<file path="src/rtl/muldiv_sequencer_pkg.sv">
// Shared encodings and default sizes for the MULT/DIV sequencer.
// Replaces a muldiv_defs.vh-style header with a package imported by each file.
package muldiv_sequencer_pkg;

  localparam int MD_WIDTH = 32;
  localparam int MD_CNT_W = 6;

  typedef enum logic [1:0] {
    OP_MULTU = 2'b00,
    OP_MULT  = 2'b01,
    OP_DIVU  = 2'b10,
    OP_DIV   = 2'b11
  } op_e;

  typedef enum logic [2:0] {
    S_IDLE   = 3'd0,
    S_NEG_A  = 3'd1,
    S_NEG_B  = 3'd2,
    S_RUN    = 3'd3,
    S_FIX_LO = 3'd4,
    S_FIX_HI = 3'd5,
    S_DONE   = 3'd6
  } state_e;

  function automatic logic op_is_signed(input logic [1:0] o);
    return o[0];
  endfunction

endpackage

</file>
<file path="src/rtl/adder_.sv">
// Plain 32-bit adder with carry-in, combinational, no flow control.
// Carry-out is not exported; callers derive it from the operand and sum MSBs.
module adder_ (
  input  logic [31:0] a,
  input  logic [31:0] b,
  input  logic        cin,
  output logic [31:0] sum
);

  assign sum = a + b + {31'b0, cin};

endmodule

</file>
<file path="src/rtl/muldiv_sequencer.sv">
// MULT/MULTU/DIV/DIVU sequencer on one shared adder; fixed WIDTH+4 edges accept-to-done, start ignored while busy.
// Optional MULDIV_ABORT_EN adds an abort input that returns a busy sequencer to IDLE without touching hi/lo.
module muldiv_sequencer
  import muldiv_sequencer_pkg::*;
#(
  parameter int WIDTH = MD_WIDTH,
  parameter int CNT_W = MD_CNT_W
) (
  input  logic             clk,
  input  logic             reset,
  input  logic             start,
  input  logic [1:0]       op,
  input  logic [WIDTH-1:0] a,
  input  logic [WIDTH-1:0] b,
`ifdef MULDIV_ABORT_EN
  input  logic             abort,
`endif
  output logic             busy,
  output logic             done,
  output logic [WIDTH-1:0] hi,
  output logic [WIDTH-1:0] lo,
  output logic             div_by_zero
);

  state_e           state_q, state_d;
  op_e              op_q, op_d;
  logic [WIDTH-1:0] a_q, a_d, b_q, b_d;
  logic [WIDTH-1:0] acc_hi_q, acc_hi_d, acc_lo_q, acc_lo_d;
  logic [WIDTH-1:0] hi_q, hi_d, lo_q, lo_d;
  logic [CNT_W-1:0] cnt_q, cnt_d;
  logic             neg_res_q, neg_res_d, neg_rem_q, neg_rem_d;
  logic             carry_q, carry_d, dbz_q, dbz_d;

  logic [WIDTH-1:0] add_a, add_b, add_sum, rem_sh, q_sh, hi_fin;
  logic             add_cin, cout, shift_bit, is_div_op, b_zero, abort_hit;

`ifdef MULDIV_ABORT_EN
  assign abort_hit = abort && (state_q != S_IDLE);
`else
  assign abort_hit = 1'b0;
`endif

  assign is_div_op = op_q[1];
  assign b_zero    = (b_q == '0);
  assign shift_bit = acc_hi_q[WIDTH-1];
  assign rem_sh    = {acc_hi_q[WIDTH-2:0], acc_lo_q[WIDTH-1]};
  assign q_sh      = {acc_lo_q[WIDTH-2:0], 1'b0};

  adder_ u_adder (.a(add_a), .b(add_b), .cin(add_cin), .sum(add_sum));

  assign cout = (add_a[WIDTH-1] & add_b[WIDTH-1]) |
                ((add_a[WIDTH-1] ^ add_b[WIDTH-1]) & ~add_sum[WIDTH-1]);

  // Adder operand steering: every arithmetic step of every state goes through u_adder.
  always_comb begin
    add_a   = acc_hi_q;
    add_b   = '0;
    add_cin = 1'b0;
    case (state_q)
      S_NEG_A: begin
        if (op_is_signed(op_q) && acc_lo_q[WIDTH-1]) begin
          add_a = '0; add_b = ~acc_lo_q; add_cin = 1'b1;
        end else begin
          add_a = acc_lo_q;
        end
      end
      S_NEG_B: begin
        if (op_is_signed(op_q) && b_q[WIDTH-1]) begin
          add_a = '0; add_b = ~b_q; add_cin = 1'b1;
        end else begin
          add_a = b_q;
        end
      end
      S_RUN: begin
        if (is_div_op) begin
          add_a = rem_sh; add_b = ~b_q; add_cin = 1'b1;
        end else begin
          add_a = acc_hi_q; add_b = acc_lo_q[0] ? b_q : '0;
        end
      end
      S_FIX_LO: begin
        if (neg_res_q) begin
          add_a = '0; add_b = ~acc_lo_q; add_cin = 1'b1;
        end else begin
          add_a = acc_lo_q;
        end
      end
      S_FIX_HI: begin
        if (op_q == OP_MULT && neg_res_q) begin
          add_a = ~acc_hi_q; add_cin = carry_q;
        end else if (neg_rem_q) begin
          add_a = '0; add_b = ~acc_hi_q; add_cin = 1'b1;
        end else begin
          add_a = acc_hi_q;
        end
      end
      default: ;
    endcase
  end

  always_comb begin
    state_d = state_q;
    case (state_q)
      S_IDLE:   if (start) state_d = S_NEG_A;
      S_NEG_A:  state_d = S_NEG_B;
      S_NEG_B:  state_d = S_RUN;
      S_RUN:    if (cnt_q == CNT_W'(WIDTH-1)) state_d = S_FIX_LO;
      S_FIX_LO: state_d = S_FIX_HI;
      S_FIX_HI: state_d = S_DONE;
      default:  state_d = S_IDLE;
    endcase
    if (abort_hit) state_d = S_IDLE;
  end

  always_comb begin
    op_d      = op_q;
    a_d       = a_q;
    b_d       = b_q;
    acc_hi_d  = acc_hi_q;
    acc_lo_d  = acc_lo_q;
    hi_d      = hi_q;
    lo_d      = lo_q;
    neg_res_d = neg_res_q;
    neg_rem_d = neg_rem_q;
    carry_d   = carry_q;
    dbz_d     = dbz_q;
    hi_fin    = add_sum;
    cnt_d     = (state_q == S_RUN && cnt_q != CNT_W'(WIDTH-1)) ? cnt_q + 1'b1 : '0;
    case (state_q)
      S_IDLE: begin
        if (start) begin
          op_d      = op_e'(op);
          a_d       = a;
          b_d       = b;
          acc_lo_d  = a;
          acc_hi_d  = '0;
          carry_d   = 1'b0;
          neg_res_d = op_is_signed(op) & (a[WIDTH-1] ^ b[WIDTH-1]);
          neg_rem_d = (op == OP_DIV) & a[WIDTH-1];
        end
      end
      S_NEG_A: begin
        acc_lo_d = add_sum;
        acc_hi_d = '0;
      end
      S_NEG_B: b_d = add_sum;
      S_RUN: begin
        if (is_div_op) begin
          // The shifted-out bit means the 33-bit partial remainder already exceeds |b|.
          if (shift_bit | cout) begin
            acc_hi_d = add_sum;
            acc_lo_d = q_sh | {{(WIDTH-1){1'b0}}, 1'b1};
          end else begin
            acc_hi_d = rem_sh;
            acc_lo_d = q_sh;
          end
        end else begin
          acc_hi_d = {cout, add_sum[WIDTH-1:1]};
          acc_lo_d = {add_sum[0], acc_lo_q[WIDTH-1:1]};
        end
      end
      S_FIX_LO: begin
        carry_d  = cout;
        acc_lo_d = (is_div_op && b_zero) ? '1 : add_sum;
      end
      S_FIX_HI: begin
        if (is_div_op && b_zero) hi_fin = a_q;
        acc_hi_d = hi_fin;
        if (!abort_hit) begin
          hi_d  = hi_fin;
          lo_d  = acc_lo_q;
          dbz_d = is_div_op & b_zero;
        end
      end
      default: ;
    endcase
  end

  always_comb begin
    busy        = (state_q != S_IDLE);
    done        = (state_q == S_DONE);
    hi          = hi_q;
    lo          = lo_q;
    div_by_zero = dbz_q & (state_q == S_IDLE || state_q == S_DONE);
  end

  always_ff @(posedge clk or posedge reset) begin
    if (reset) begin
      state_q   <= S_IDLE;
      op_q      <= OP_MULTU;
      a_q       <= '0;
      b_q       <= '0;
      acc_hi_q  <= '0;
      acc_lo_q  <= '0;
      hi_q      <= '0;
      lo_q      <= '0;
      cnt_q     <= '0;
      neg_res_q <= 1'b0;
      neg_rem_q <= 1'b0;
      carry_q   <= 1'b0;
      dbz_q     <= 1'b0;
    end else begin
      state_q   <= state_d;
      op_q      <= op_d;
      a_q       <= a_d;
      b_q       <= b_d;
      acc_hi_q  <= acc_hi_d;
      acc_lo_q  <= acc_lo_d;
      hi_q      <= hi_d;
      lo_q      <= lo_d;
      cnt_q     <= cnt_d;
      neg_res_q <= neg_res_d;
      neg_rem_q <= neg_rem_d;
      carry_q   <= carry_d;
      dbz_q     <= dbz_d;
    end
  end

endmodule

</file>
<file path="config.mk">
export PLATFORM = sky130hd
export DESIGN_NAME = muldiv_sequencer
export DESIGN_NICKNAME = d
export VERILOG_FILES = /design/src/rtl/muldiv_sequencer_pkg.sv /design/src/rtl/adder_.sv /design/src/rtl/muldiv_sequencer.sv
export SDC_FILE = /design/constraint.sdc
export NUM_CORES = 1
export LEC_CHECK = 0
export ABC_AREA = 1
export CAP_MARGIN = 20
export CORE_MARGIN = 1
export CORE_UTILIZATION = 64
export CTS_BUF_LIST = sky130_fd_sc_hd__clkbuf_4 sky130_fd_sc_hd__clkbuf_8 sky130_fd_sc_hd__clkbuf_16
export DETAILED_ROUTE_END_ITERATION = 7
export GPL_TIMING_DRIVEN = 0
export HOLD_SLACK_MARGIN = 0.15
export PLACE_DENSITY = 0.87
export SLEW_MARGIN = 10
export SYNTH_ARGS = -nofsm -noshare
export SYNTH_HDL_FRONTEND = slang
export SYNTH_HIERARCHICAL = 1
export SYNTH_SLANG_ARGS = --single-unit
</file>
<file path="constraint.sdc">
create_clock -name clk -period 12 [get_ports clk]
set_clock_uncertainty 0.05 [all_clocks]
set_input_delay 1.8 -clock clk [delete_from_list [all_inputs] [get_ports clk]]
set_output_delay 1.8 -clock clk [all_outputs]
set_load 0.02 [all_outputs]
</file>
==> impl_metrics.yaml <==
route:
  wl_per_cell_um: 22.1
  totalWireLength_mm: 62.1
  dr.pass1.iters: 8
  drc: 3
  drt-vias-per-instance: 6.44
  drt-initial-drc-count: 2950
  ant_nets: 0
  vias: 18100
clock_tree:
  clk_pin_slew_ps: 60
  holdBufCountCts: 0
  cts_max_path_buffers: 3
  cts_buffers: 24
  cts_sinks: 207
  cts_resized: 0
  htreeDepth: 1
  cts_tree: "done"
  post-cts-setup-buffers: 0
  clock_latency_ps: 570
  cts_root_buffer: "clkbuf_16"
layout:
  n_fill_cell: 1810
  drive_gt1_frac: 0.0706
  layout_common_cells: "nand2_1 (674), inv_1 (264), nor2_1 (217)"
  final_common_cell: "nand2_1"
  syn2layout_area_growth_pct: 17.2
  fin_nets: 2580
synth:
  synthCells: 2315
  async_flop_share: 1.00
  synth-edff-count: 0
  yosys.area.top_type: "dfrtp_1"
  yosys_warnings: 6
  ys_types: 49
  synth_top_area_frac: 0.341
  syn_area_per_cell_um2: 6.57
  synthesis.area_um2: 15200
  ys.flop_type: "dfrtp_1"
  syn_nets: 2418
  ys_seq_elements: 207
  synthTopCellsByArea: "dfrtp_1 (34%), nand2_1 (17%), o21ai_0 (6.6%)"
  ys_seq_area_frac: 0.341
critical_path:
  crit_path_top_delay_cell: "o31ai_1"
  path_class: "flop to flop"
  cpLargestDelayFamily: "simple AND/OR/NAND/NOR gates"
  crit_path_end_kind: "flop"
  required_ps: 12440
  cpPeakStageDelay_ps: 590
  r2r_cells: 27
  crit_buf_inv: 8
  worstSetupPathDepth: 27
  cp_common_cell: "nand2_1"
  crit_arrival_ps: 5830
  critPathLaunchType: "flop"
  path_max_fanout: 10
place:
  port_buffers: 135
  post-dp-hpwl_mm: 47.1
  gp_congestion: 1.10
global_route:
  grt_max_degree: 108
  grt_pass1_wl_mm: 93.9
  grt_usage: 0.510
  antenna_found_initial: 0
  overflow: 0
  first_global_vias: 16700
timing:
  rsz0062_at_grt: "no"
  fmax_mhz: 186
  period_share: 0.449
  maxSlewViolCount: 0
  hold_violations: 0
  setup_violations: 0
  tightest_slew_ps: 1130
  period_minus_slack_ps: 5390
  setup-tns-final_ps: 0
  relSlewSlack: 0.245
run_status:
  violations: "DRC"
  status: "finished, violations left"
die:
  start_util: 0.650
  die-area_um2: 24400
  fp-row-count: 56
  die_x_um: 156
  ios: 136
  die_h_um: 156
  core_area_um2: 23400
job:
  max-cap-violations: 0
min_path:
  hold_class: "flop to flop"
  holdPathStages: 1
[stage by stage]
step	setup WS, ps	hold slack [ps]	cell area, um^2	utilization	instances
after floorplan	4500	383	15200	-	2315
after global placement	1930	396	17000	0.725	2769
after detailed placement	7020	406	17000	0.726	2770
after CTS	6980	413	17800	0.761	2812
after global routing	6500	436	17800	0.761	2812
final	6610	410	17800	0.761	2813
[cell usage after synthesis, types with 39 or more instances]
cell type  instances
nand2_1          674
inv_1            265
nor2_1           217
dfrtp_1          207
o21ai_0          201
nand3_1          187
a21oi_1          112
clkbuf_1          65
buf_2             45
nand4_1           43
o211ai_1          40
o22ai_1           39
[worst paths after layout]
check | from | end | slack, ps
setup / recovery | state_q[0] | acc_hi_q[31] | 6610
hold / removal | cnt_q[0] | cnt_q[0] | 410
setup reg to reg | state_q[0] | acc_hi_q[31] | 6610
hold reg to reg | cnt_q[0] | cnt_q[0] | 410
max in group asynchronous | reset | b_q[19] | 9190
min in group asynchronous | reset | hi[8] | 1700
[flip-flops by register name (all words and copies together), names as in the netlist, 2 cells and up]
name / flops
a_q: 32
cnt_q: 6
acc_hi_q: 32
op_q: 2
acc_lo_q: 32
b_q: 32
lo: 32
hi: 32
state_q: 3
[layout make-up]
| type | instances | area, um^2 | share of cell area |
|---|---|---|---|
| antenna | 1 | 2.50 | 0.000140 |
| buffer | 126 | 571 | 0.0320 |
| clock buffer | 32 | 692 | 0.0388 |
| clock inverter | 10 | 134 | 0.00751 |
| inverter | 286 | 1080 | 0.0608 |
| multi-input combinational | 1696 | 8380 | 0.470 |
| sequential | 207 | 5180 | 0.291 |
| tap | 319 | 399 | 0.0224 |
| timing repair buffer | 136 | 1380 | 0.0774 |
[routing by layer]
| metal | up-vias | routed length, um | GRT usage |
|---|---|---|---|
| met3 | 320 | 10700 | 0.183 |
| li1 | 7930 | - | - |
| met5 | - | 0 | 0 |
| met2 | 1721 | 25300 | 0.735 |
| met4 | 0 | 3610 | 0.263 |
| met1 | 8151 | 22400 | 0.671 |
[cells by family after synthesis]
kind of cell / share of synthesized area
AO/OA/AOI/OAI: 0.187
AND/OR/NAND/NOR: 0.325
buffers and inverters: 0.108
adder cells (fa/ha/maj): 0.0290
flip-flops: 0.341
XOR/XNOR: 0.0104
Power is left out: the tool's default activity adds up to more than one toggle a clock period on the data nets, which glitch-free logic cannot reach.
==> edit, RTL diff (config.mk and constraints unchanged) <==
`MD_CNT_W`: 6 -> 12.
--- a/src/rtl/muldiv_sequencer_pkg.sv
+++ b/src/rtl/muldiv_sequencer_pkg.sv
@@ -3,7 +3,7 @@
 package muldiv_sequencer_pkg;
 
   localparam int MD_WIDTH = 32;
-  localparam int MD_CNT_W = 6;
+  localparam int MD_CNT_W = 12;
 
   typedef enum logic [1:0] {
     OP_MULTU = 2'b00,
Function: same outputs for any inputs over 10 cycles, from zero or initial values and one cycle with reset high; that may be too few to reach the edited logic, so the function may still have changed.
==> edit against the original RTL <==
The run still ends with design-rule violations left. Synthesized area rose by 0.64%. Final area rose by 0.77%. Sequential cell count rose by 6. Critical path depth fell by 2. Global-route usage rose by 1.3 points. Routed wire length rose by 2.7%. Setup slack got worse by 0.59 ns. Highest routed layer is now met5.
Power is not shown: default switching activity piles up to over one toggle a cycle in this logic, so the estimate is an artifact.
==> edit: results (changes against the original RTL) <==
Status
  • Status: finished with violations
  • Failing checks: design-rule violations

Logic synthesis
  • Synth warn: 6 (unchanged)
  • Synth cell types: 43 (-12%)
  • Adder-cell share of the synthesized area: 2.878% (-0.018 points)
  • Syn nets: 2421 (+0.12%)
  • XOR/XNOR Fraction of Synth Area: 1.888% (+0.85 points)
  • Synth cell count leaders: nand2_1, inv_1, dfrtp_1, nor2_1, nand3_1
  • Main flop type after synthesis: dfrtp_1
  • Register area share after synthesis: 34.83% (+0.76 points)
  • Synth Area in Compound Gates: 17.54% (-1.1 points)

Routing
  • Final wirelength: 63.77 mm (+2.7%)
  • Metal-1 WL: 22.62 mm (+0.90%)
  • WL met2: 26.32 mm (+4.0%)
  • Via density: 6.507 (+1.0%)
  • Highest metal used: met5
  • Met3 Wirelength: 10.77 mm (+0.18%)
  • DRC: 1 (-2)

GRT
  • First-pass GRT wire length: 96.10 mm (+2.3%)
  • Vias in the first global route: 17250 (+3.0%)
  • GR Util met1: 66.61% (-0.50 points)
  • Met3 GRT Util: 19.69% (+1.4 points)
  • Largest net degree at the start of global routing: 125 (+16%)

Setup path
  • Critical path's slowest cell: nor2_1
  • CP Data Arrival Time: 6.33 ns (+0.50 ns)
  • Reg2Reg Setup Slack: 6.03 ns (-0.59 ns)
  • R2R cell count: 25 (-7.4%)
  • RR Startpoint: state_q[2]$_DFFE_PP0P_
  • Worst path max stage delay: 0.56 ns (-0.03 ns)
  • Worst R2R End: acc_hi_q[6]$_DFFE_PP0P_

Hold path
  • Hold depth: 2 (+1)
  • Min-delay src: hi[6]$_DFFE_PP0N_
  • WHS Endpoint: hi[6]$_DFFE_PP0N_

Cells and area
  • Diodes inserted: 0 (-1)
  • Share of cells above drive strength 1: 6.255% (-0.80 points)

Placement
  • DP Worst Slack: 6.568 ns (-0.4506 ns)
  • Post-DP HPWL: 47.02 mm (-0.26%)

Timing
  • Pin slew with the least headroom to its limit: 0.9482 ns (-0.1799 ns)

Clocking
  • Clk Latency, worst-skew pair: 0.54 ns (-0.03 ns)
  • Clock buffer count from CTS: 22 (-8.3%)
edit: changes by cell type after synthesis, sizes merged, moves of 12 or more:
cell    delta
a21oi     -52
o211ai    +25
nand2     +41
o311ai    -15
a22oi     +36
xor2      +15
nand3     -12
o21ai     -25
edit: cell type report:
cell class	count	area, um^2
buffer	123	523.0
clock buffer	26	598.1
clock inverter	14	270.3
fill	1755	5514
inverter	286	1081
multi-input combinational	1696	8378
sequential	213	5330
tap	319	399.1
timing repair buffer	136	1379
edit: through the flow:
step	area (um^2)	instances	hold WS [ns]
5_1_grt	17960	2813	0.4507
3_3_place_gp	17060	2772	0.3956
4_1_cts	17960	2813	0.4320
3_5_place_dp	17090	2773	0.4138
6_report	17960	2813	0.4307
2_1_floorplan	15300	2318	0.3831
edit: kinds of logic after synthesis:
logic type,Yosys count
flops,213
simple gates,1192
fa+ha+maj,34
compound gates,437
buf+inv,409
xor+xnor,33
edit: how the worst max path moves through the flow:
stage                                       from                      end  slack, ns
after floorplan                            reset       a_q[0]$_DFFE_PP0P_       4.33
after global placement                     reset       lo[29]$_DFFE_PP0N_       1.77
after detailed placement  state_q[2]$_DFFE_PP0P_  acc_hi_q[6]$_DFFE_PP0P_       6.57
after CTS                 state_q[2]$_DFFE_PP0P_  acc_hi_q[6]$_DFFE_PP0P_       6.44
after global routing      state_q[2]$_DFFE_PP0P_  acc_hi_q[6]$_DFFE_PP0P_       5.95
final                     state_q[2]$_DFFE_PP0P_  acc_hi_q[6]$_DFFE_PP0P_       6.03
